--- src/rtl/rv_g_issue_ctrl.sv ---
// rv_g_issue_ctrl: in-order issue controller for the RV G core.
// Buffers fetched words, hands the FIFO head to the external decoder, tracks
// in-flight destinations in a scoreboard and issues one hazard-free
// instruction per cycle. An illegal head parks the controller in TRAP until
// a flush.
module rv_g_issue_ctrl #(
   parameter int unsigned FIFO_DEPTH = 2,
   parameter int unsigned REG_IDX_W  = 6,
   parameter int unsigned NUM_REGS   = 64
) (
   input  logic                  clk_i,
   input  logic                  arst_ni,
   input  logic                  flush_i,
   // fetch side
   input  logic [31:0]           code_i,
   input  logic                  code_valid_i,
   output logic                  code_ready_o,
   // decoder side
   output logic [31:0]           dec_code_o,
   input  logic [REG_IDX_W-1:0]  dec_rd_i,
   input  logic [REG_IDX_W-1:0]  dec_rs1_i,
   input  logic [REG_IDX_W-1:0]  dec_rs2_i,
   input  logic [REG_IDX_W-1:0]  dec_rs3_i,
   input  logic [3:0]            dec_use_i,
   input  logic                  dec_illegal_i,
   // execute side
   output logic [31:0]           issue_code_o,
   output logic                  issue_valid_o,
   input  logic                  issue_ready_i,
   // writeback
   input  logic                  wb_valid_i,
   input  logic [REG_IDX_W-1:0]  wb_rd_i,
   // status
   output logic                  illegal_o,
   output logic [NUM_REGS-1:0]   busy_o
);

   localparam int unsigned PTR_W = (FIFO_DEPTH > 1) ? $clog2(FIFO_DEPTH) : 1;
   localparam int unsigned CNT_W = $clog2(FIFO_DEPTH + 1);

   // dec_use_i bit positions
   localparam int unsigned USE_RD  = 0;
   localparam int unsigned USE_RS1 = 1;
   localparam int unsigned USE_RS2 = 2;
   localparam int unsigned USE_RS3 = 3;

   typedef enum logic [0:0] {
      ST_RUN  = 1'b0,
      ST_TRAP = 1'b1
   } state_e;

   state_e               state_q, state_d;
   logic [31:0]          mem_q [FIFO_DEPTH];
   logic [PTR_W-1:0]     wr_ptr_q, wr_ptr_d;
   logic [PTR_W-1:0]     rd_ptr_q, rd_ptr_d;
   logic [CNT_W-1:0]     count_q, count_d;
   logic [NUM_REGS-1:0]  busy_q, busy_d;

   logic                 empty;
   logic                 full;
   logic                 push;
   logic                 pop;
   logic [31:0]          head;
   logic [NUM_REGS-1:0]  wb_mask;
   logic [NUM_REGS-1:0]  busy_eff;
   logic                 hazard;
   logic                 trap_enter;

   // FIFO status derived from the registered occupancy only
   always_comb begin
      empty = (count_q == '0);
      full  = (count_q == CNT_W'(FIFO_DEPTH));
      head  = empty ? 32'h0 : mem_q[rd_ptr_q];
   end

   // Effective busy view: same-cycle writeback bypasses, x0 never busy
   always_comb begin
      wb_mask     = wb_valid_i ? (NUM_REGS'(1) << wb_rd_i) : '0;
      busy_eff    = busy_q & ~wb_mask;
      busy_eff[0] = 1'b0;
   end

   // RAW on any used source, WAW on a used destination
   always_comb begin
      hazard = (dec_use_i[USE_RD]  && busy_eff[dec_rd_i])
            || (dec_use_i[USE_RS1] && busy_eff[dec_rs1_i])
            || (dec_use_i[USE_RS2] && busy_eff[dec_rs2_i])
            || (dec_use_i[USE_RS3] && busy_eff[dec_rs3_i]);
   end

   // Handshakes and externally visible combinational outputs
   always_comb begin
      code_ready_o  = !full && !flush_i;
      push          = code_valid_i && code_ready_o;
      issue_valid_o = (state_q == ST_RUN) && !empty && !hazard
                   && !dec_illegal_i && !flush_i;
      pop           = issue_valid_o && issue_ready_i;
      trap_enter    = (state_q == ST_RUN) && !empty && dec_illegal_i && !flush_i;
      illegal_o     = trap_enter;
      dec_code_o    = head;
      issue_code_o  = head;
      busy_o        = busy_q;
   end

   // FIFO pointer and occupancy next state; flush empties the buffer
   always_comb begin
      wr_ptr_d = wr_ptr_q;
      rd_ptr_d = rd_ptr_q;
      count_d  = count_q;
      if (flush_i) begin
         wr_ptr_d = '0;
         rd_ptr_d = '0;
         count_d  = '0;
      end else begin
         if (push) wr_ptr_d = wr_ptr_q + PTR_W'(1);
         if (pop)  rd_ptr_d = rd_ptr_q + PTR_W'(1);
         count_d = count_q + CNT_W'(push) - CNT_W'(pop);
      end
   end

   // Scoreboard: writeback clears first so an issue-set of the same index wins
   always_comb begin
      busy_d = busy_q;
      if (wb_valid_i) busy_d[wb_rd_i] = 1'b0;
      if (pop && dec_use_i[USE_RD] && (dec_rd_i != '0)) busy_d[dec_rd_i] = 1'b1;
   end

   // Trap FSM next state; flush always returns to RUN
   always_comb begin
      state_d = state_q;
      if (flush_i) begin
         state_d = ST_RUN;
      end else begin
         case (state_q)
            ST_RUN:  if (trap_enter) state_d = ST_TRAP;
            ST_TRAP: state_d = ST_TRAP;
            default: state_d = ST_RUN;
         endcase
      end
   end

   // Control state registers
   always_ff @(posedge clk_i or negedge arst_ni) begin
      if (!arst_ni) begin
         state_q  <= ST_RUN;
         wr_ptr_q <= '0;
         rd_ptr_q <= '0;
         count_q  <= '0;
         busy_q   <= '0;
      end else begin
         state_q  <= state_d;
         wr_ptr_q <= wr_ptr_d;
         rd_ptr_q <= rd_ptr_d;
         count_q  <= count_d;
         busy_q   <= busy_d;
      end
   end

   // Instruction storage
   always_ff @(posedge clk_i or negedge arst_ni) begin
      if (!arst_ni) begin
         for (int i = 0; i < int'(FIFO_DEPTH); i++) mem_q[i] <= 32'h0;
      end else if (push) begin
         mem_q[wr_ptr_q] <= code_i;
      end
   end

endmodule

--- config.mk ---
export PLATFORM = sky130hd
export DESIGN_NAME = rv_g_issue_ctrl
export DESIGN_NICKNAME = d
export VERILOG_FILES = /design/src/rtl/rv_g_issue_ctrl.sv
export SDC_FILE = /design/constraint.sdc
export NUM_CORES = 1
export LEC_CHECK = 0
export CAP_MARGIN = 15
export CORE_ASPECT_RATIO = 0.75
export CORE_MARGIN = 4
export CORE_UTILIZATION = 55
export DETAILED_ROUTE_END_ITERATION = 16
export DONT_BUFFER_PORTS = 1
export GPL_TIMING_DRIVEN = 0
export PLACE_DENSITY = 0.7
export SYNTH_ARGS = -nofsm -noshare
export SYNTH_HDL_FRONTEND = slang
export SYNTH_SLANG_ARGS = --single-unit
--- constraint.sdc ---
create_clock -name clk_i -period 4.34 [get_ports clk_i]
set_input_delay 0.434 -clock clk_i [delete_from_list [all_inputs] [get_ports clk_i]]
set_output_delay 0.434 -clock clk_i [all_outputs]
set_load 0.03 [all_outputs]
== Word level (Yosys, flattened, before mapping) ==
Index checks and enable logic that the tools add are counted.
W data, S select, Z words.

* Logic and storage cells: 91
* Output and inout port bits: 131
* Bits of input ports: 73
* Register bits: 133

* Muxes and demuxes: 30
* Add/subtract/negate cells: 4
* Shifts and indexed selects: 1
* Equal/unequal tests: 1
* Order comparisons: 10
* Bitwise gates (word level): 8
* Reductions and logical operators: 30

{| class="wikitable"
|+ Operator list
! cell !! number
|-
| $mux W64 || 3
|-
| $mux W32 || 5
|-
| $and A64 B64 Y64 || 2
|-
| $not A64 Y64 || 2
|-
| $bwmux W64 || 1
|-
| $or A64 B64 Y64 || 1
|-
| $shl A1 B6 Y64 const A || 1
|-
| $lt A6 B7 Y1 const B || 5
|-
| $demux W32 S1 || 1
|-
| $bmux W1 S6 || 4
|-
| $logic_and A1 B1 Y1 || 18
|-
| $demux W1 S6 || 2
|-
| $ge A6 B1 Y1 const B || 2
|-
| $mux W1 || 12
|-
| $reduce_bool A6 Y1 || 1
|-
| $logic_not A1 Y1 || 5
|-
| $ge A2 B2 Y1 const B || 2
|-
| $not A1 Y2 || 2
|-
| $reduce_bool A2 Y1 || 2
|-
| $logic_or A1 B1 Y1 || 3
|-
| $add A1 B1 Y1 const B || 2
|-
| $add A2 B1 Y2 || 1
|-
| $eq A2 B2 Y1 const B || 1
|-
| $logic_not A2 Y1 || 1
|-
| other kinds (5) || 5
|}

== Longest topological paths before layout ==
* Depth in word-level cells: 18
* Mapped depth: 18
* Gate-level depth less buffers: 15

== Worst setup path before layout ==
Ideal clock, no wire load.

* Path type: input -> register
* From: input port wb_rd_i[1]
* To: register count_q[1]
* Setup time: 119 ps
* Data arrival time: 3603 ps
* Stages: 18
* Data required time: 4221 ps
* Path slack: 619 ps
* Buffers on the path: 3
* Path through: buf_2 > or4b_1 > buf_4 > o21ai_4 > mux2i_1 > mux4_2 > o31a_1 > a211oi_2 > o211a_1 > nand3_1 > buf_2 > inv_1 > ha_1 > inv_1 > ha_1 > xor2_1 > xnor2_1 > nor2_1

* Word-level cells in the longest chain between the ends: 17
* Elaborated cells between the ends (all ways): 26
* Classes of those cells: add/sub (1); shift (1); mux (10); bitwise (2); reduce/logical (12)

{| class="wikitable"
|+ Ends and longest elaborated chain
! what !! line !! text
|-
| start, declared || 32 || <nowiki>input logic [REG_IDX_W-1:0] wb_rd_i,</nowiki>
|-
| $shl A1 B6 Y64 * || 78 || <nowiki>wb_mask = wb_valid_i ? (NUM_REGS'(1) << wb_rd_i) : '0;</nowiki>
|-
| $mux W64 * || 78 ||
|-
| $not A64 Y64 * || 79 || <nowiki>busy_eff = busy_q & ~wb_mask;</nowiki>
|-
| $and A64 B64 Y64 * || 79 ||
|-
| $bmux W1 S6 (on tied branches) || 85, 86 ||
|-
| $mux W1 (on tied branches) || 85, 86 ||
|-
| $logic_and A1 B1 Y1 (on tied branches) || 85, 86 ||
|-
| $logic_or A1 B1 Y1 || 86 || <nowiki>|| (dec_use_i[USE_RS1] && busy_eff[dec_rs1_i])</nowiki>
|-
| $logic_or A1 B1 Y1 || 87 || <nowiki>|| (dec_use_i[USE_RS2] && busy_eff[dec_rs2_i])</nowiki>
|-
| $logic_or A1 B1 Y1 * || 88 || <nowiki>|| (dec_use_i[USE_RS3] && busy_eff[dec_rs3_i]);</nowiki>
|-
| $logic_not A1 Y1 * || 95 || <nowiki>issue_valid_o = (state_q == ST_RUN) && !empty && !hazard</nowiki>
|-
| $logic_and A1 B1 Y1 * || 95 ||
|-
| $logic_and A1 B1 Y1 * (2 in series) || 96 || <nowiki>&& !dec_illegal_i && !flush_i;</nowiki>
|-
| $logic_and A1 B1 Y1 * || 97 || <nowiki>pop = issue_valid_o && issue_ready_i;</nowiki>
|-
| $sub A2 B1 Y2 * || 117 || <nowiki>count_d = count_q + CNT_W'(push) - CNT_W'(pop);</nowiki>
|-
| $mux W2 * || 110 || <nowiki>if (flush_i) begin</nowiki>
|-
| via count_d[1] || 56 || <nowiki>logic [CNT_W-1:0] count_q, count_d;</nowiki>
|-
| end signal, assigned || 154 || <nowiki>count_q <= count_d;</nowiki>
|-
| end, declared || 56 ||
|}

Mark *: on every way through the listed nets, which the timed path passes. The rest lies on a longest branch. The select of a mux whose other input is x is not followed.
A chain may end at the register's enable or synchronous reset.

== Worst setup path after layout ==
Ends and elaborated chain as after synthesis.

==> results.txt <==
* PwrDens: 391.1 nW/um2
- Compared with the post-synthesis result, the final layout area differs by 11.44%.
- In this run the power spent charging and discharging nets is 1.289 mW.
- When the netlist entered floorplanning its net count stood at 927.
- Switching share of power: 33.95%
- Sequential share of power: 40.5%
- After routing, the total negative slack on setup checks comes to 0 ns.
- Startpoint types: input port
* Slowest cell delay on critical path: 0.78 ns
- Layer carrying the most global-route usage: met2
* Vias in the first global route: 7992
- Status: complete, but fails checks
- Floorplan die width: 153.3 um
* Maximum clock insertion buffer count: 2
* Syn Inst Count: 852
* Most frequent standard cell in the layout excluding fill and tap cells: sky130_fd_sc_hd__dfrtp_1
- Number of enable flip-flop cells after synthesis: 0
- Final cell count without fillers: 1097
- Global-route wire length before repair: 50920 um
- Maximum resistive drop on vdd: 380.1 uV
- Effective utilization at floorplan: 56.69%
- The checks that failed: negative hold slack.
- Wirelength per Cell: 32.13 um
* CTS H-tree depth: 4
* Number of cells in the design after placement: 1059
- Crit. End Element: flop
- Summing every instance area after synthesis gives 8713 um2.
- Mux contribution to synthesized area: 20.88%
- Measured on the finished design, the core utilization comes to 63.17%.
- Synth warn: 0
- DRC violation count after routing: 0
- Most used flip-flop cell after synthesis: sky130_fd_sc_hd__dfrtp_1
- Number of nets at the end of the flow: 954
* FF+latch count, synth: 133
* Diodes inserted: 0
- Average via count per standard cell: 7.481
* Sequential-to-total area share from yosys stat: 38.20%
* Pin count of the biggest net entering global routing: 134
* Final Wtd Congestion: 1.036
- Global routing consumed, on the met1 layer, 51.01% of the routing resources.
- The tightest min-delay check is of the input port to async pin type.
- Number of endpoints with negative hold slack in the final report: 33
- In this run the tool buffered the top-level ports with 0 buffer cells.
- Inserted Clock Buffers: 17
- Netlist cell types: 71
- Type of the worst setup path: input port to flop
* Core Region: 15370 um2
- After clock tree synthesis, the clock-pin slew on the worst setup and hold paths is 0.07 ns.
* Final Total Pwr: 3.797 mW
- Total congestion overflow: 0
- Setup violations remaining at the end of the flow were counted as 0.
- Of the total synthesized cell area, the portion taken by full adders, half adders and majority gates is 0.2872%.
- Detailed Route Iter0 Violations: 1267
- Detailed routing inserted a total of 8207 vias.
- Summing the areas of all and, or, nand and nor instances in the mapped netlist gives 11.57% of the synthesized area.
- GR Layer Usage met2: 55.60%
* Count of maximum capacitance violations: 0
* Final number of max-transition violations: 0
- Crit Path Max Fanout: 10
- Clock tree synthesis selected as its root buffer the cell sky130_fd_sc_hd__clkbuf_16.
- CP max-delay cell: sky130_fd_sc_hd__o21ai_1
- The clock network is responsible for 37.3% of the overall power.
- For this run, the top clock speed supported by timing is 0.2322 GHz.
* Compound-cell area share of the yosys netlist: 21.68%
- Clk sink count: 133
- Detailed placement ended at an HPWL of 25790 um.
- Post-synth ARST share: 100.0%
- Internal power contribution: 2.508 mW
* Die footprint: 17940 um2
- Walking the worst path, the cells encountered are buf_2 > nand4b_1 > o21ai_1 > mux4_2 > nor3b_1 > a211o_1 > a311oi_1 > o211a_1 > nand3_1 > buf_2 > inv_1 > ha_1 > inv_1 > ha_1 > xor2_1 > xnor2_1 > nor2_1.
* Top Ports: 204
- Commonest cells after routing, fill and taps aside: 133 x sky130_fd_sc_hd__dfrtp_1, 72 x sky130_fd_sc_hd__nor2_1, 70 x sky130_fd_sc_hd__mux2_2, 52 x sky130_fd_sc_hd__clkbuf_1, 49 x sky130_fd_sc_hd__mux2i_1
- Across the routed clock network, the largest skew measured is 0.01388 ns.
* Worst endpoint data arrival time: 4.61 ns
* Final period utilization: 99.23%
* Leakage power total: 3.800 nW
- Residual antenna-violating net count after detailed routing: 0
- After synthesis, the mean cell area works out to 10.23 um2.
- GRT Resource Usage Total: 38.03%
- Core Rows: 39
- Final hold analysis gives a worst-case slack of -0.02630 ns.
- By area, the combinational part of the netlist is dominated by compound AO/OA/AOI/OAI gates.
* Number of antenna violations at the first check in global routing: 0
* Filler instances: 1233
- Tightest Pin Transition: 1.238 ns
- The worst pin sits at a relative slew slack of 16.57%.
- Cells with a size suffix above 1 make up 25.34% of the layout.
- TritonCTS built the clock tree.
- Clock latency on the worst-skew pair, taken at its later pin, is 0.42 ns.
- The first detailed-routing pass took 7 iterations.
- Post-Synth XOR/XNOR Area: 0.2010%
- From bottom edge to top edge, the die measures 117.0 um.
- Final min period: 4.307 ns
- For this run, global-route usage on met3 was measured as 17.35%.
* Routed wire length: 35250 um
- Logic pwr share: 22.2%
* CP Data Required Time: 4.65 ns
[power by group through the flow]
stage / clock network, mW / logic (mW) / registers, mW
floorplan: 0 / 0.657 / 1.52
global placement: 0 / 0.765 / 1.53
detailed placement: 0 / 0.791 / 1.56
CTS: 1.41 / 0.827 / 1.53
global route: 1.47 / 0.892 / 1.55
finish: 1.42 / 0.842 / 1.54
[layer usage]
layer,part of all wire [%],up-vias,wire [um]
li1,-,3293,-
met1,39,4097,13620
met2,43,714,15050
met3,16,103,5629
met4,2.7,0,951
met5,0,-,0
[stage by stage]
| stage | hold WS, ns | cell area, um2 | setup slack (ns) |
|---|---|---|---|
| global route | 0.01467 | 9711 | -0.05286 |
| detailed placement | 0.1413 | 8991 | -0.7222 |
| floorplan | 0.1384 | 8713 | 0.6186 |
| finish | -0.02630 | 9711 | 0.03333 |
| CTS | 0.01066 | 9603 | 0.01178 |
| global placement | 0.1410 | 8970 | -0.6866 |
[logic make-up after synthesis]
group / Yosys count
AND/OR/NAND/NOR: 200
multiplexers: 143
XOR/XNOR: 2
buffers and inverters: 120
flip-flops: 133
adder cells (fa/ha/maj): 2
AO/OA/AOI/OAI: 252
[critical path: cells and delay by family]
kind | cells | cell delay, ns
fa+ha+maj | 2 | 0.37
simple gates | 4 | 0.94
xor+xnor | 2 | 0.31
compound gates | 4 | 1.62
buf+inv | 4 | 0.57
mux | 1 | 0.37
[layout make-up]
type	count	area, um2	area share [%]
flip-flops and latches	133	3328	34.27
clock buffers	17	425.4	4.381
well taps	205	256.5	2.641
repair buffers	8	87.58	0.9019
plain buffers	104	568.0	5.850
multi-input cells	599	4830	49.74
clock inverters	15	155.1	1.598
inverters	16	60.06	0.6185
[timing repair]
| action | CTS | global route |
|---|---|---|
| setup buffers | 0 | 3 |
| endpoints found under the hold margin | 133 | 0 |
| gates resized for setup | 8 | 47 |
| setup endpoints to repair | 3 | 3 |
| hold buffers | 1 | 0 |
[path summary, 6_finish.rpt]
check,from,to,slack (ns),cells past startpoint
setup / recovery,wb_rd_i[1],count_q[1],0.03,17
hold / removal,arst_ni,busy_o[56],-0.03,1
setup reg to reg,busy_o[20],count_q[1],0.43,15
hold reg to reg,mem_q[57],mem_q[57],0.51,1
max in group asynchronous,arst_ni,mem_q[2],3.84,1
min in group clk_i,flush_i,count_q[0],0.08,1
[cells in the mapped netlist, drive strengths merged (5+ instances only)]
master | number | area, um2
nand2 | 30 | 112.6
mux2i | 49 | 490.5
a32oi | 7 | 61.31
nor2b | 13 | 81.33
mux4 | 24 | 540.5
nand3 | 28 | 140.1
a21oi | 8 | 40.04
nand2b | 7 | 43.79
buf | 50 | 362.8
a22oi | 5 | 37.54
o211ai | 29 | 217.7
o21ai | 71 | 374.1
a211oi | 7 | 57.55
and3 | 5 | 31.28
a211o | 5 | 43.79
a31oi | 7 | 43.79
o21a | 5 | 37.54
nor2 | 72 | 270.3
mux2 | 70 | 788.3
clkbuf | 54 | 202.7
o31ai | 66 | 610.6
nand3b | 6 | 45.04
inv | 15 | 56.31
dfrtp | 133 | 3328
nor3 | 10 | 50.05
[registers in the layout (all words and copies together) (netlist names)]
signal	cells
state_q	1
count_q	2
busy_o	64
rd_ptr_q	1
wr_ptr_q	1
mem_q	64
(Power assumes the default switching activity.)
